--- config.mk ---
export PLATFORM = sky130hd
export DESIGN_NAME = fifo_frame_reader
export DESIGN_NICKNAME = d
export VERILOG_FILES = /design/src/rtl/fifo_frame_reader.sv
export SDC_FILE = /design/constraint.sdc
export NUM_CORES = 1
export LEC_CHECK = 0
export BUFFER_PORTS_ARGS = -buffer_cell sky130_fd_sc_hd__buf_2
export CAP_MARGIN = 0
export CORE_UTILIZATION = 50
export CTS_BUF_LIST = sky130_fd_sc_hd__clkbuf_4
export CTS_CLUSTER_SIZE = 24
export DETAILED_ROUTE_END_ITERATION = 8
export GPL_TIMING_DRIVEN = 0
export HOLD_SLACK_MARGIN = 0.12
export PLACE_DENSITY = 0.73
export SYNTH_ARGS = -nofsm -noshare
export SYNTH_HDL_FRONTEND = slang
export SYNTH_SLANG_ARGS = --single-unit
export TNS_END_PERCENT = 5
--- constraint.sdc ---
create_clock -name clk_100M -period 2.7 [get_ports clk_100M]
set_input_delay 0.54 -clock clk_100M [delete_from_list [all_inputs] [get_ports clk_100M]]
set_output_delay 0.54 -clock clk_100M [all_outputs]
set_load 0.01 [all_outputs]
--- src/rtl/fifo_frame_reader.sv ---
// Frame reader for the ping-pong sample FIFO: arms write mode, waits for a full frame, strobes it
// out with rd_clk and reports max/min (and mean when FRAME_MEAN_EN is defined) with a valid pulse.
module fifo_frame_reader #(
    parameter int DATA_W  = 12,
    parameter int DEPTH   = 1000,
    parameter int CNT_W   = 10,
    parameter int RD_HALF = 2
) (
    input  logic              clk_100M,
    input  logic              rst,
    input  logic              run,
    input  logic              wr_full,
    input  logic              rd_empty,
    input  logic [DATA_W-1:0] data_fifo_out,
    output logic              wr_en,
    output logic              rd_en,
    output logic              rd_clk,
    output logic              busy,
    output logic              stat_valid,
    output logic [DATA_W-1:0] max_val,
    output logic [DATA_W-1:0] min_val,
    output logic [DATA_W-1:0] mean_val
);

    localparam int SUM_W = DATA_W + CNT_W;
    localparam int PH_W  = $clog2(RD_HALF + 3);

`ifdef FRAME_MEAN_EN
    typedef enum logic [2:0] {IDLE, ARM_WR, WAIT_FULL, START_RD, RD_HI, RD_LO, DIV, DONE} state_t;
    localparam int DC_W = $clog2(SUM_W + 1);
`else
    typedef enum logic [2:0] {IDLE, ARM_WR, WAIT_FULL, START_RD, RD_HI, RD_LO, DONE} state_t;
`endif

    state_t            state, state_n;
    logic [PH_W-1:0]   phase;
    logic [CNT_W:0]    cnt, cnt_inc;
    logic [DATA_W-1:0] max_acc, min_acc, max_nx, min_nx;
    logic              last_ph, frame_end;

    assign last_ph   = (phase == PH_W'(RD_HALF - 1));
    assign cnt_inc   = cnt + 1'b1;
    assign frame_end = (cnt_inc == (CNT_W+1)'(DEPTH));
    assign max_nx    = (data_fifo_out > max_acc) ? data_fifo_out : max_acc;
    assign min_nx    = (data_fifo_out < min_acc) ? data_fifo_out : min_acc;

`ifdef FRAME_MEAN_EN
    logic [SUM_W-1:0] sum_acc, sum_nx, dvd, rem, rem_nx;
    logic [SUM_W:0]   rem_sh;
    logic [DC_W-1:0]  div_cnt;
    logic             q_bit;

    assign sum_nx = sum_acc + SUM_W'(data_fifo_out);
    // One restoring step per cycle; quotient bits shift into the dividend register.
    assign rem_sh = {rem, dvd[SUM_W-1]};
    assign q_bit  = (rem_sh >= (SUM_W+1)'(DEPTH));
    assign rem_nx = q_bit ? SUM_W'(rem_sh - (SUM_W+1)'(DEPTH)) : rem_sh[SUM_W-1:0];
`endif

    always_comb begin
        state_n = state;
        case (state)
            IDLE:      if (run && rd_empty) state_n = ARM_WR;
            ARM_WR:    state_n = WAIT_FULL;
            WAIT_FULL: begin
                if (wr_full)   state_n = START_RD;
                else if (!run) state_n = IDLE;
            end
            START_RD:  if (phase == PH_W'(2)) state_n = RD_HI;
            RD_HI:     if (last_ph) state_n = RD_LO;
            RD_LO: begin
                if (last_ph) begin
`ifdef FRAME_MEAN_EN
                    state_n = frame_end ? DIV : RD_HI;
`else
                    state_n = frame_end ? DONE : RD_HI;
`endif
                end
            end
`ifdef FRAME_MEAN_EN
            DIV:       if (div_cnt == DC_W'(SUM_W)) state_n = DONE;
`endif
            DONE:      state_n = (run && rd_empty) ? ARM_WR : IDLE;
            default:   state_n = IDLE;
        endcase
    end

    // Strobe/mode outputs are registered from the next state so they line up with the state register.
    always_ff @(posedge clk_100M) begin
        if (rst) begin
            state      <= IDLE;
            phase      <= '0;
            cnt        <= '0;
            max_acc    <= '0;
            min_acc    <= '0;
            wr_en      <= 1'b0;
            rd_en      <= 1'b0;
            rd_clk     <= 1'b0;
            busy       <= 1'b0;
            stat_valid <= 1'b0;
            max_val    <= '0;
            min_val    <= '0;
        end else begin
            state      <= state_n;
            phase      <= (state_n != state) ? '0 : phase + 1'b1;
            wr_en      <= (state_n == ARM_WR) || (state_n == WAIT_FULL);
            rd_en      <= (state_n == START_RD) || (state_n == RD_HI) || (state_n == RD_LO);
            rd_clk     <= (state_n == RD_HI);
            busy       <= (state_n != IDLE);
            stat_valid <= (state_n == DONE);
            if (state == START_RD) begin
                cnt     <= '0;
                max_acc <= '0;
                min_acc <= '1;
            end
            if (state == RD_LO && last_ph) begin
                cnt     <= cnt_inc;
                max_acc <= max_nx;
                min_acc <= min_nx;
            end
`ifdef FRAME_MEAN_EN
            if (state == DIV && state_n == DONE) begin
                max_val <= max_acc;
                min_val <= min_acc;
            end
`else
            if (state == RD_LO && state_n == DONE) begin
                max_val <= max_nx;
                min_val <= min_nx;
            end
`endif
        end
    end

`ifdef FRAME_MEAN_EN
    always_ff @(posedge clk_100M) begin
        if (rst) begin
            sum_acc  <= '0;
            dvd      <= '0;
            rem      <= '0;
            div_cnt  <= '0;
            mean_val <= '0;
        end else begin
            if (state == START_RD) sum_acc <= '0;
            if (state == RD_LO && last_ph) sum_acc <= sum_nx;
            if (state == RD_LO && state_n == DIV) begin
                dvd     <= sum_nx;
                rem     <= '0;
                div_cnt <= '0;
            end
            if (state == DIV && div_cnt != DC_W'(SUM_W)) begin
                dvd     <= {dvd[SUM_W-2:0], q_bit};
                rem     <= rem_nx;
                div_cnt <= div_cnt + 1'b1;
            end
            if (state == DIV && state_n == DONE) mean_val <= dvd[DATA_W-1:0];
        end
    end
`else
    assign mean_val = '0;
`endif

endmodule

# Yosys cells after proc, flatten, opt, wreduce, memory -nomap -nowiden
# Cells that the tools add are included.
[totals]
register_bits = 70
input_bits = 17
output_inout_bits = 41
[op_classes]
n_addsub = 2
order_cmp = 2
n_eq_ne = 16
mux = 17
reduce_logical = 10
[op_table]
columns = ["cell", "count"]
rows = [
  ["12-bit two-way mux", 6],
  ["11-bit two-way mux", 2],
  ["3-bit one-hot mux with 7 select lines", 1],
  ["3-bit == test, second input constant", 6],
  ["3-bit two-way mux", 6],
  ["3-bit by 2-bit == test with 1-bit output, second input constant", 5],
  ["12-bit > comparator", 1],
  ["12-bit < comparator", 1],
  ["11-bit by 1-bit adder with 11-bit output, second input constant", 1],
  ["11-bit by 10-bit == test with 1-bit output, second input constant", 1],
  ["3-bit by 1-bit == test with 1-bit output, second input constant", 3],
  ["3-bit by 1-bit adder with 3-bit output, second input constant", 1],
  ["1-bit logical AND", 3],
  ["3-bit logical NOT", 1],
  ["1-bit logical OR", 3],
  ["3-bit != test", 1],
  ["3-bit nonzero test", 1],
  ["2-bit two-way mux", 1],
  ["2-bit nonzero test", 1],
  ["2-bit OR reduction", 1],
  ["1-bit two-way mux", 1],
]

# Depth between registers and ports, before layout
[depth]
depth_word = 8
mapped_depth = 10
depth_no_buf = 8

# Least setup slack after synthesis
# No wires, ideal clock.
[synth_timing]
path_type = "input to register"
start = "input port data_fifo_out[9]"
end = "register min_val[3]"
setup_ps = 132
arrival_time_ps = 2442
required_time_ps = 2568
setup_slack_ps = 127
stages = 7
path_buffers = 1
cell_sequence = "ha_1 -> a211o_1 -> a21oi_1 -> nor2_1 -> buf_1 -> a2111oi_0 -> nor3_1"
[synth_via]
elab_chain_len = 2
[synth_rtl]
columns = ["element", "line_no", "rtl"]
rows = [
  ["from (decl)", "14", "input logic [DATA_W-1:0] data_fifo_out,"],
  ["12-bit < comparator", "45", "assign min_nx = (data_fifo_out < min_acc) ? data_fifo_out : min_acc;"],
  ["12-bit two-way mux", "45", ""],
  ["to (signal assigned)", "129", "min_val <= min_nx;"],
  ["to (decl)", "21", "output logic [DATA_W-1:0] min_val,"],
]
# Every way passes these cells.
# A chain may end at the register's enable or synchronous reset.

# Worst setup path after layout
[layout_timing]
start = "register max_acc[11]"
end = "register max_val[3]"
[layout_via]
elab_chain_len = 2
[layout_rtl]
columns = ["element", "line_no", "rtl"]
rows = [
  ["from (decl)", "38", "logic [DATA_W-1:0] max_acc, min_acc, max_nx, min_nx;"],
  ["from (signal assigned)", "118", "max_acc <= max_nx;"],
  ["12-bit > comparator", "44", "assign max_nx = (data_fifo_out > max_acc) ? data_fifo_out : max_acc;"],
  ["12-bit two-way mux", "44", ""],
  ["to (signal assigned)", "128", "max_val <= max_nx;"],
  ["to (decl)", "20", "output logic [DATA_W-1:0] max_val,"],
]
# Every way passes these cells.

==> results.sh <==
export IMPL_status="finished, final reports clean"
export IMPL_vias_per_cell=6.081
export IMPL_antenna_left=0
export IMPL_via_count=4226
export IMPL_cts_buffer_depth=2
export IMPL_diodes=0
export IMPL_power_density_nw_per_um2=432.1
export IMPL_dr_pass1_iters=5
export IMPL_critPathBufInv=2
export IMPL_final_max_slew_violation_count=0
export IMPL_setup_violations_final=0
export IMPL_yosys_area_top_type="dfxtp_1"
export IMPL_multiInputGateArea_um2=2808
export IMPL_grt_pass1_wl_mm=19.33
export IMPL_gp_congestion=0.8851
export IMPL_crit_type="register to register"
export IMPL_cp_data_required_time_ps=3000
export IMPL_initial_utilization=0.5255
export IMPL_cts_root_buffer="clkbuf_4"
export IMPL_leakage_nw=1.995
export IMPL_dr_first_iter_drc_count=244
export IMPL_grt_pass1_vias=4029
export IMPL_crit_arrival_ps=2920
export IMPL_netlist_area_um2=4383
export IMPL_std_cell_rows=33
export IMPL_hp_class="primary input to register"
export IMPL_r2r_setup_slack_ps=70
export IMPL_grt_max_degree=13
export IMPL_skew_ps=19.55
export IMPL_maxCapViolCount=0
export IMPL_synthCells=516
export IMPL_dp_hpwl_mm=8.498
export IMPL_slew_headroom=0.4775
export IMPL_yosys_warnings=0
export IMPL_core_area_um2=8341
export IMPL_period_needed_ps=2626
export IMPL_clkTransAtPathRegs_ps=130
export IMPL_wl_per_cell_um=17.36
export IMPL_die_area_um2=9144
export IMPL_synth_distinct_cells=57
export IMPL_worst_pin_slew_ps=783.8
export IMPL_port_buffers=45
export IMPL_seq_area_frac_synth=0.3197
export IMPL_slowest_stage="o31ai_2"
export IMPL_hold_buffers=0
export IMPL_drc=0
export IMPL_synth_area_top_cells="dfxtp_1 32%, ha_1 8.0%, nor2_1 5.1%"
export IMPL_synthArstFlopShare=0
export IMPL_num_fill_cells=762
export IMPL_fin_nets=630
export IMPL_synth_area_per_cell_um2=8.494
export IMPL_dr_wl_met2_mm=5.693
export IMPL_post_route_period_util=0.9724
export IMPL_htree_num_levels=3
export IMPL_top_layer="met4"
export IMPL_dp_slack_ps=-514.3
export IMPL_syn2layout_area_growth_pct=16.96
export IMPL_antenna_found_initial=0
export IMPL_clk_latency_ps=430
export IMPL_crit_fanout=10
export IMPL_fp_dieW_um=95.63
export IMPL_fin_util=0.6146
export IMPL_yosys_area_top_type_share=0.3197
export IMPL_hold_violations=0
export IMPL_synth_edf_count=0
export IMPL_crit_chain="inv_1 > ha_1 > a21oi_1 > o21ai_0 > o31ai_2 > buf_2 > mux2i_1 > a211oi_1"
export IMPL_die_h_um=95.63
export IMPL_ir_worst_vdd_v=0.0003120
export IMPL_cts_buffers=9
export IMPL_crit_family="compound AO/OA/AOI/OAI gates"
export IMPL_io_pins=58
export IMPL_regArea_um2=1410
export IMPL_routed_wl_mm=12.06
export IMPL_place_inst=677
export IMPL_grtUsageTotal=0.2767
export IMPL_cp_start_kind="register"
export IMPL_drive_gt1_frac=0.2034
export IMPL_dr_wl_met3_um=706
export IMPL_ys_flop_type="dfxtp_1"
export IMPL_fin_cells=695
export IMPL_fin_ws_ps=74.42
export IMPL_fmax_ghz=0.3809
export IMPL_critPathMaxStageDelay_ps=530
export IMPL_overflow=0
export IMPL_cts_tree="yes"
export IMPL_tritoncts_num_sinks=70
export IMPL_endpoint_kind="register"
export IMPL_wl_met1_mm=5.277
export IMPL_ys_ff_latch=70
cells in the mapped netlist, types with 13 or more instances:
cell type and number:
o2111ai_1 13, o21ai_0 16, nand2b_1 17, nor2_1 60, dfxtp_1 70, nor2b_1 21, mux2i_1 13, a21oi_1 16
ha_1 28, clkbuf_1 27, a221oi_1 13, nand2_1 33, inv_1 26, nor3_1 15, nand3_1 16, a211oi_1 15
cell usage in the layout, fill, tap and decap left out, drive strengths merged, types with 13 or more instances in the layout:
master	n
a211oi	15
a21oi	16
a221oi	13
buf	71
clkbuf	36
dfxtp	70
ha	28
inv	26
mux2i	13
nand2	33
nand2b	17
nand3	16
nor2	60
nor2b	21
nor3	15
o2111ai	13
o21ai	17
sequential cells by signal (all words and copies together), names as in the netlist:
signal / flops
busy: 1
cnt: 11
max_acc: 12
max_val: 12
min_acc: 12
min_val: 12
phase: 3
rd_clk: 1
rd_en: 1
stat_valid: 1
state: 3
wr_en: 1
what timing repair did:
item / in CTS / in global routing
cloned: 0 / 0
setup buffers: 0 / 2
pin swaps: 0 / 2
gates resized for setup: 12 / 32
endpoints found under the setup margin: 37 / 35
power breakdown:
part           total, mW  internal, mW  leakage (nW)  switching [mW]
combinational      0.371         0.126          1.34           0.246
clock              0.786         0.384        0.0864           0.402
sequential          1.06          1.05         0.567          0.0115
cells by family (layout without fill, tap and decap cells):
group | Yosys count | after routing | share of synthesized area
other | 1 | 12 | 0.0008556
xor gates and xnor gates | 4 | 4 | 0.007995
adders and majority gates | 28 | 28 | 0.07993
DFF | 70 | 70 | 0.3197
buffers and inverters | 76 | 139 | 0.08222
and+or+nand+nor | 188 | 188 | 0.2118
AOI/OAI and AO/OA | 136 | 136 | 0.2678
muxes | 13 | 13 | 0.02969
routing by layer:
| layer | track usage | up-vias |
|---|---|---|
| met5 | 0 | - |
| met4 | 0.1468 | 0 |
| met3 | 0.04864 | 34 |
| met2 | 0.4488 | 158 |
| met1 | 0.3485 | 2013 |
| li1 | - | 2021 |
through the flow:
step	setup TNS (ps)	total power, mW	hold WS (ps)	instance area [um2]
after global placement	-9066	1.410	449.9	4781
after global routing	-8.152	2.307	426.3	5126
after floorplan	0	1.315	433.2	4424
after detailed placement	-10660	1.419	460.2	4781
final	0	2.215	447.2	5126
after CTS	0	2.193	427.0	4976
final cells by class:
type / instances / area share
multi-input combinational: 381 / 0.5477
sequential: 70 / 0.2751
buffer: 50 / 0.05419
timing repair buffer: 47 / 0.04686
tap: 105 / 0.02563
inverter: 26 / 0.01904
clock inverter: 6 / 0.01684
clock buffer: 10 / 0.01464
worst min-delay path, cell delays in order:
cell	delay, ps
buf_2	130
nor2b_1	60
o2bb2ai_1	110
final timing paths:
path	startpoint	endpoint	cells past startpoint
min	rst	max_acc[2]	3
min reg2reg	phase[0]	phase[0]	1
max reg2reg	max_acc[11]	max_val[3]	8
max	max_acc[11]	max_val[3]	8
(Power assumes the default switching activity.)
